===== config.mk =====
export PLATFORM = sky130hd
export DESIGN_NAME = pwm_ramp_ctrl
export DESIGN_NICKNAME = d
export VERILOG_FILES = /design/src/rtl/pwm_ctrl_pkg.sv /design/src/rtl/step_divider.sv /design/src/rtl/pwm_ramp_ctrl.sv
export SDC_FILE = /design/constraint.sdc
export NUM_CORES = 1
export LEC_CHECK = 0
export ABC_AREA = 1
export CELL_PAD_IN_SITES_DETAIL_PLACEMENT = 2
export CELL_PAD_IN_SITES_GLOBAL_PLACEMENT = 2
export CORE_ASPECT_RATIO = 1.4
export CORE_UTILIZATION = 33
export CTS_BUF_LIST = sky130_fd_sc_hd__clkbuf_8
export CTS_CLUSTER_DIAMETER = 30
export CTS_CLUSTER_SIZE = 14
export DETAILED_ROUTE_END_ITERATION = 6
export HOLD_SLACK_MARGIN = 0.15
export PLACE_DENSITY_LB_ADDON = 0.3
export SYNTH_ARGS = -nofsm -noshare
export SYNTH_HDL_FRONTEND = slang
export SYNTH_SLANG_ARGS = --single-unit

===== constraint.sdc =====
create_clock -name clk -period 2.4 [get_ports clk]
set_clock_uncertainty 0.1 [all_clocks]
set_input_delay 0.48 -clock clk [delete_from_list [all_inputs] [get_ports clk]]
set_output_delay 0.48 -clock clk [all_outputs]
set_load 0.03 [all_outputs]

===== src/rtl/pwm_ctrl_pkg.sv =====
// Shared definitions for the PWM ramp controller.
//   state_e : ramp FSM state encoding (IDLE / UP / DOWN)
package pwm_ctrl_pkg;

  typedef enum logic [1:0] {
    ST_IDLE = 2'd0,
    ST_UP   = 2'd1,
    ST_DOWN = 2'd2
  } state_e;

endpackage : pwm_ctrl_pkg


===== src/rtl/step_divider.sv =====
// Step prescaler: free-running counter 0..prescale that emits a one-cycle
// tick at terminal count. Holds its count while enable is low.
//   clk      : system clock, rising edge
//   rst      : asynchronous active-low reset
//   enable   : run/freeze control
//   prescale : terminal count (step period minus one), sampled at every compare
//   tick     : one-cycle strobe at terminal count
module step_divider #(
  parameter int PW = 16
) (
  input  logic          clk,
  input  logic          rst,
  input  logic          enable,
  input  logic [PW-1:0] prescale,
  output logic          tick
);

  localparam logic [PW-1:0] CNT_ONE = {{(PW-1){1'b0}}, 1'b1};

  logic [PW-1:0] cnt_r;
  logic          hit_s;

  // Terminal-count detect; the strobe is held low while disabled or in reset.
  always_comb begin
    hit_s = 1'b0;
    if (cnt_r == prescale) begin
      hit_s = 1'b1;
    end else begin
      hit_s = 1'b0;
    end
    tick = enable & rst & hit_s;
  end

  // Prescale counter: freeze when disabled, wrap to zero at terminal count.
  always_ff @(posedge clk or negedge rst) begin
    if (!rst) begin
      cnt_r <= {PW{1'b0}};
    end else if (!enable) begin
      cnt_r <= cnt_r;
    end else if (hit_s) begin
      cnt_r <= {PW{1'b0}};
    end else begin
      cnt_r <= cnt_r + CNT_ONE;
    end
  end

endmodule : step_divider


===== src/rtl/pwm_ramp_ctrl.sv =====
// PWM duty ramp controller. Accepts a (target, rate) request in IDLE and
// walks pwm_duty one LSB at a time toward the target, one change per
// (cfg_rate+1) step strobes. Duty never wraps: it only moves toward target.
//   clk, rst   : system clock / asynchronous active-low reset
//   enable     : run/freeze; mirrored on pwm_ena, gates the step strobe
//   prescale   : step period minus one, in clk cycles
//   cfg_*      : valid/ready ramp request (target duty, rate)
//   pwm_ena    : PWM enable (combinational copy of enable)
//   pwm_step   : one-cycle counter-advance strobe
//   pwm_duty   : registered duty
//   busy       : ramp in progress (UP or DOWN)
//   done       : one-cycle pulse when a ramp completes
module pwm_ramp_ctrl
  import pwm_ctrl_pkg::*;
#(
  parameter int N  = 8,
  parameter int PW = 16,
  parameter int RW = 8
) (
  input  logic          clk,
  input  logic          rst,
  input  logic          enable,
  input  logic [PW-1:0] prescale,
  input  logic          cfg_valid,
  output logic          cfg_ready,
  input  logic [N-1:0]  cfg_target,
  input  logic [RW-1:0] cfg_rate,
  output logic          pwm_ena,
  output logic          pwm_step,
  output logic [N-1:0]  pwm_duty,
  output logic          busy,
  output logic          done
);

  localparam logic [N-1:0]  DUTY_ONE = {{(N-1){1'b0}}, 1'b1};
  localparam logic [RW-1:0] RATE_ONE = {{(RW-1){1'b0}}, 1'b1};

  state_e        state_r,  state_nx_s;
  logic [N-1:0]  duty_r,   duty_nx_s;
  logic [N-1:0]  target_r, target_nx_s;
  logic [RW-1:0] rate_r,   rate_nx_s;
  logic [RW-1:0] rcnt_r,   rcnt_nx_s;
  logic          done_r,   done_nx_s;
  logic          tick_s;
  logic [N-1:0]  duty_inc_s;
  logic [N-1:0]  duty_dec_s;

  step_divider #(.PW(PW)) u_div (
    .clk      (clk),
    .rst      (rst),
    .enable   (enable),
    .prescale (prescale),
    .tick     (tick_s)
  );

  // Output decode from registered state.
  always_comb begin
    pwm_ena   = enable;
    pwm_step  = tick_s;
    pwm_duty  = duty_r;
    done      = done_r;
    cfg_ready = (state_r == ST_IDLE);
    busy      = (state_r == ST_UP) || (state_r == ST_DOWN);
  end

  // Next-state, duty and request-latch decode.
  always_comb begin
    state_nx_s  = state_r;
    duty_nx_s   = duty_r;
    target_nx_s = target_r;
    rate_nx_s   = rate_r;
    rcnt_nx_s   = rcnt_r;
    done_nx_s   = 1'b0;
    duty_inc_s  = duty_r + DUTY_ONE;
    duty_dec_s  = duty_r - DUTY_ONE;
    case (state_r)
      ST_IDLE: begin
        // Requests are taken even while disabled; only the ramp itself freezes.
        if (cfg_valid) begin
          target_nx_s = cfg_target;
          rate_nx_s   = cfg_rate;
          rcnt_nx_s   = {RW{1'b0}};
          if (cfg_target > duty_r) begin
            state_nx_s = ST_UP;
          end else if (cfg_target < duty_r) begin
            state_nx_s = ST_DOWN;
          end else begin
            done_nx_s = 1'b1;
          end
        end else begin
          state_nx_s = ST_IDLE;
        end
      end
      ST_UP: begin
        if (!tick_s) begin
          state_nx_s = ST_UP;
        end else if (rcnt_r != rate_r) begin
          rcnt_nx_s = rcnt_r + RATE_ONE;
        end else if (duty_r < target_r) begin
          rcnt_nx_s = {RW{1'b0}};
          duty_nx_s = duty_inc_s;
          if (duty_inc_s == target_r) begin
            state_nx_s = ST_IDLE;
            done_nx_s  = 1'b1;
          end else begin
            state_nx_s = ST_UP;
          end
        end else begin
          // Already at target: finish without moving, so the top bound holds.
          rcnt_nx_s  = {RW{1'b0}};
          state_nx_s = ST_IDLE;
          done_nx_s  = 1'b1;
        end
      end
      ST_DOWN: begin
        if (!tick_s) begin
          state_nx_s = ST_DOWN;
        end else if (rcnt_r != rate_r) begin
          rcnt_nx_s = rcnt_r + RATE_ONE;
        end else if (duty_r > target_r) begin
          rcnt_nx_s = {RW{1'b0}};
          duty_nx_s = duty_dec_s;
          if (duty_dec_s == target_r) begin
            state_nx_s = ST_IDLE;
            done_nx_s  = 1'b1;
          end else begin
            state_nx_s = ST_DOWN;
          end
        end else begin
          // Already at target: finish without moving, so zero holds.
          rcnt_nx_s  = {RW{1'b0}};
          state_nx_s = ST_IDLE;
          done_nx_s  = 1'b1;
        end
      end
      default: begin
        state_nx_s = ST_IDLE;
        rcnt_nx_s  = {RW{1'b0}};
      end
    endcase
  end

  // State, duty, latched request and done registers.
  always_ff @(posedge clk or negedge rst) begin
    if (!rst) begin
      state_r  <= ST_IDLE;
      duty_r   <= {N{1'b0}};
      target_r <= {N{1'b0}};
      rate_r   <= {RW{1'b0}};
      rcnt_r   <= {RW{1'b0}};
      done_r   <= 1'b0;
    end else begin
      state_r  <= state_nx_s;
      duty_r   <= duty_nx_s;
      target_r <= target_nx_s;
      rate_r   <= rate_nx_s;
      rcnt_r   <= rcnt_nx_s;
      done_r   <= done_nx_s;
    end
  end

endmodule : pwm_ramp_ctrl


Word-level counts from Yosys, hierarchy flattened

Index checks and enable logic that the tools add are counted.

Shift operators: 0
Order comparisons: 4
Mux-type cells: 37
Add/sub/neg operators: 4
Multipliers: 0
Equal/unequal tests: 17
Div/mod/pow operators: 0
Bitwise operators: 2
Reductions and logical operators: 8

Operators by type and width:

| cell                                                                    | count |
|---|---|
| 8-bit two-way mux                                                       | 9 |
| 8-bit case mux with 2 select lines                                      | 2 |
| 2-bit two-way mux                                                       | 10 |
| 16-bit by 1-bit adder with 16-bit output, second input constant         | 1 |
| 8-bit by 1-bit adder with 8-bit output, second input constant           | 2 |
| 16-bit == test                                                          | 1 |
| 8-bit == test                                                           | 2 |
| 8-bit > comparator                                                      | 2 |
| 8-bit < comparator                                                      | 2 |
| 16-bit two-way mux                                                      | 1 |
| 1-bit two-way mux                                                       | 13 |
| 2-bit inequality test, second input constant                            | 5 |
| 8-bit inequality test                                                   | 1 |
| 8-bit by 1-bit subtractor with 8-bit output, second input constant      | 1 |
| 7-bit AND reduction                                                     | 1 |
| 2-bit by 1-bit inequality test with 1-bit output, second input constant | 3 |
| 3-bit inequality test, second input constant                            | 2 |
| 2-bit case mux with 3 select lines                                      | 1 |
| 4-bit by 2-bit inequality test with 1-bit output, second input constant | 1 |
| 2-bit AND reduction                                                     | 2 |
| 1-bit case mux with 3 select lines                                      | 1 |
| 3-bit AND reduction                                                     | 1 |
| 1-bit AND                                                               | 2 |
| 2-bit by 1-bit == test with 1-bit output, second input constant         | 1 |
| 5 further kinds                                                         | 5 |

Latch bits: 0
Input bits: 36
Memory bits (read-only): 0
Memories: 0
Flip-flop bits (word level): 51
Bits in writable memories: 0
Output and inout port bits: 13
Logic and storage cells: 79

Longest topological paths before layout

Depth after elaboration: 7
Gate-level depth with buffers: 16
Mapped depth without buffers: 16

Cells and area by module

Synthesis repeated with hierarchy kept, for this count alone.

Cell total of the unflattened synthesis: 617
Area, all modules: 4033.9 µm²

Modules (own cells, without submodules):

| module        | area an instance (µm²) | sequential area each (µm²) | cells an instance | times used |
|---|---|---|---|---|
| pwm_ramp_ctrl | 2752.6                 | 875.8                      | 400               | 1 |
| step_divider  | 1281.2                 | 400.4                      | 217               | 1 |

Least setup slack after synthesis

No wires, ideal clock.

Path type: reg2reg
Start: register duty_r[0] (netlist: pwm_duty[0])
End: register duty_r[1] (netlist: pwm_duty[1])
Arrival time: 1976 ps
Cell stages (with the launch flop): 13
Clock period less this slack: 2198 ps
Required time: 2178 ps
Buffers on the path: 0
Setup time: 122 ps
Path slack: 202 ps
Cells stage by stage: dfrtp_1 -> inv_1 -> ha_1 -> inv_1 -> a21oi_1 -> o21ai_0 -> nand2_1 -> nand3_1 -> nand3_1 -> a21oi_2 -> nand2_4 -> nand2_1 -> o21ai_2

Longest elaborated chain between the ends: 5
Elaborated cells between the ends (all ways): 14
Classes of those cells: add/sub: 2; order compare: 2; eq/ne: 2; mux: 7; reduce/logical: 1

Ends and longest elaborated chain:

| item                                                                                                         | line                                      | text |
|---|---|---|
| start, declared                                                                                              | pwm_ramp_ctrl.sv:39                       | `logic [N-1:0] duty_r, duty_nx_s;` |
| start signal, assigned                                                                                       | pwm_ramp_ctrl.sv:147                      | `duty_r <= {N{1'b0}};` |
| start signal, assigned                                                                                       | pwm_ramp_ctrl.sv:154                      | `duty_r <= duty_nx_s;` |
| 8-bit by 1-bit subtractor with 8-bit output / 8-bit by 1-bit adder with 8-bit output (equally long branches) | pwm_ramp_ctrl.sv:75, pwm_ramp_ctrl.sv:74  |  |
| 8-bit two-way mux, on equally long branches                                                                  | pwm_ramp_ctrl.sv:120, pwm_ramp_ctrl.sv:99 |  |
| 8-bit two-way mux, on equally long branches                                                                  | pwm_ramp_ctrl.sv:118, pwm_ramp_ctrl.sv:97 |  |
| 8-bit two-way mux, on equally long branches                                                                  | pwm_ramp_ctrl.sv:116, pwm_ramp_ctrl.sv:95 |  |
| 8-bit case mux with 2 select lines                                                                           | pwm_ramp_ctrl.sv:76                       | `case (state_r)` |

Several ways; a longest one is shown, not always the timed one. The select of a mux whose other input is x is not followed.
A chain may end at the register's enable or synchronous reset.

Final worst setup path

Start: register u_div.cnt_r[11]
End: output pwm_step

Longest elaborated chain between the ends: 3

Ends and longest elaborated chain:

| item                   | line                | text |
|---|---|---|
| start, declared        | step_divider.sv:20  | `logic [PW-1:0] cnt_r;` |
| start signal, assigned | step_divider.sv:37  | `cnt_r <= {PW{1'b0}};` |
| start signal, assigned | step_divider.sv:39  | `cnt_r <= cnt_r;` |
| start signal, assigned | step_divider.sv:41  | `cnt_r <= {PW{1'b0}};` |
| 16-bit == test         | step_divider.sv:26  | `if (cnt_r == prescale) begin` |
| 1-bit two-way mux      | step_divider.sv:26  |  |
| 1-bit AND              | step_divider.sv:31  | `tick = enable & rst & hit_s;` |
| end, declared          | pwm_ramp_ctrl.sv:29 | `output logic pwm_step,` |

No other way between the ends.

==> results.yml <==
yosys:
  netlist_top_cells_area: "dfrtp_1 (34%), nand2_1 (17%), ha_1 (7.9%), nand3_1 (6.3%), inv_1 (6.3%)"
  synth_cell_type_count: 36
  synth.ff_latch_count: 51
  yosys_warnings: 0
  syn_area_um2: 3790
  synth_area_leader_cell: "dfrtp_1"
  avgSynthCellArea_um2: 7.124
  seq_area_frac_synth_pct: 33.67
  syn_nets: 592
  synth_cells: 532
  synth_top_area_share_pct: 33.67
global_routing:
  grt_max_degree: 52
  grt_first_pass_wirelength_um: 23250
  first_global_vias: 4620
  grt_antenna_before_repair: 0
  grt_usage_pct: 25.53
  grt.overflow.total: 0
status:
  status: "completed"
die:
  dieArea_um2: 11920
  die_w_um: 92.57
  die_h_um: 128.8
  io_pins: 49
  num_rows: 45
  start_util_pct: 34.34
  core_um2: 11040
power:
  finalPower_mw: 4.128
  power.share.clock_pct: 14.2
  p_int_mw: 2.191
  combPwrFrac_pct: 52.4
  p_sw_mw: 1.937
  swShare_pct: 46.92
  p_seq_share_pct: 33.4
  p_per_area_nw_per_um2: 835.6
  peakVddDrop_uv: 395.4
  leakage_nw: 2.523
routing:
  avgRoutedWirePerCell_um: 19.68
  dr.pass1.iters: 4
  drt_iter0_drc: 108
  routed_via_density: 5.232
  post-route-drc-count: 0
  ant_nets: 0
  wl_um: 15040
  vias: 3997
timing:
  drv_slew: 0
  fmax_ghz: 0.4167
  tns_ns: 0
  rsz0062_at_grt: "yes"
  hold_slack_ns: 0.2530
  finalCritPeriodShare_pct: 99.99
  setup_viol: 0
  final-hold-violation-count: 0
  period_needed_ns: 2.400
  worst_slew_pin_slew_ns: 0.7454
  slew-limit-headroom_pct: 50.31
place:
  portBuffers: 48
  globalplace.congestion: 0.8215
  dp_hpwl_um: 10790
cts:
  root_buffer: "clkbuf_8"
  cts_max_path_buffers: 2
  cts_tree: "yes"
  cts-buffers-inserted: 5
  cts.clk_slew.worst_paths_ns: 0.11
  clk_latency_ns: 0.33
  h-tree-depth: 2
  cts_num_sinks: 51
finish:
  syn2layout_area_growth_pct: 30.37
  final_util_pct: 44.77
  n_fill_cell: 1335
  final_common_cell: "nand2_1"
  mostFrequentLayoutCells: "nand2_1 (166), inv_1 (63), nand3_1 (46)"
  antenna_cells: 0
  multi_input_area_um2: 2280
  fin_nets: 683
  drive_gt1_share_pct: 14.61
  regArea_um2: 1284
setup_path:
  crit_type: "reg -> out"
  worst-path-max-fanout: 5
  critPathLaunchType: "flop"
  crit_required_ns: 1.82
  r2r_slack_ns: 0.10
  worstPathArrival_ns: 1.82
  crit_path_end_kind: "output port"
job:
  max_cap_viol_count: 0
worst_hold_path:
  hold_path_class: "in -> async"
[power by group through the flow]
stage | logic (mW) | clock network (mW) | registers [mW]
global route | 2.40 | 0.626 | 1.41
detailed placement | 2.00 | 0 | 1.39
floorplan | 1.30 | 0 | 1.30
finish | 2.16 | 0.587 | 1.38
CTS | 2.01 | 0.594 | 1.38
global placement | 1.88 | 0 | 1.37
[path summary, 6_finish.rpt]
path,start,end,cells after the start
worst max-delay path,u_div.cnt_r[11]$_DFFE_PN0P_,pwm_step,7
worst min-delay path,rst,u_div.cnt_r[3]$_DFFE_PN0P_,2
worst max register to register,u_div.cnt_r[11]$_DFFE_PN0P_,state_r[1]$_DFFE_PN0P_,14
worst min register to register,rate_r[7]$_DFFE_PN0P_,rate_r[7]$_DFFE_PN0P_,2
max in group asynchronous,rst,pwm_duty[2]$_DFFE_PN0P_,2
min in group clk,rate_r[7]$_DFFE_PN0P_,rate_r[7]$_DFFE_PN0P_,2
[Yosys cell counts, drive strengths merged]
master,instances
a21oi,21
a22oi,1
buf,6
clkbuf,6
clkinv,3
dfrtp,51
ha,24
inv,64
nand2,169
nand3,49
nand3b,2
nand4,12
nor2,37
nor2b,1
nor3,13
nor3b,1
nor4,1
o211ai,2
o21ai,34
o21bai,2
or2,2
xnor2,14
xnor3,2
xor2,15
[area by class of cell]
type,instances,area share (%)
clock inverter,1,0.1773
tap,141,3.571
clock buffer,6,1.671
inverter,67,5.090
sequential,51,25.98
multi-input combinational,403,46.14
timing repair buffer,95,17.37
[worst max-delay path, stage by stage (launching register included)]
cell and delay (ns):
dfrtp_2 0.47, xor2_1 0.17, nor2_1 0.15, nand2_1 0.12, nor2_4 0.17, nand3_2 0.13, nor2_4 0.13, buf_6 0.14
[routing by layer]
layer / GRT usage [%] / vias up / wire [um] / share of wire (%)
li1: - / 1886 / - / -
met1: 25.17 / 1978 / 5496 / 37
met2: 52.42 / 89 / 8478 / 56
met3: 2.896 / 44 / 421 / 2.8
met4: 10.57 / 0 / 639 / 4.3
met5: 0 / - / 0 / 0
[state kept, by name, summed over array words and instances (netlist names)]
signal	cells
rcnt_r	8
target_r	8
rate_r	8
done	1
pwm_duty	8
u_div.cnt_r	16
state_r	2
[kinds of logic (layout without fill, tap and decap cells)]
logic type / count (synthesis) / in the layout / synth area share, %
xor gates and xnor gates: 31 / 31 / 7.890
DFF: 51 / 51 / 33.67
buffers and inverters: 79 / 169 / 8.319
and+or+nand+nor: 287 / 288 / 33.08
AOI/OAI and AO/OA: 60 / 60 / 9.112
adders and majority gates: 24 / 24 / 7.923
[repair_timing]
item | 4_1_cts | 5_1_grt
setup endpoints to repair | 3 | 20
gates cloned | 0 | 1
hold buffers | 0 | 0
resized for setup | 14 | 33
pin swaps | 12 | 16
setup buffers | 6 | 7
[metrics by stage]
step	setup slack [ns]	cell area (um^2)	std cells
after floorplan	0.2023	3790	532
after global placement	-0.04709	4656	745
after detailed placement	-0.3055	4656	745
after CTS	-0.04355	4792	758
after global routing	-0.07921	4941	764
final	0.0003055	4941	764
(Power assumes the default switching activity.)
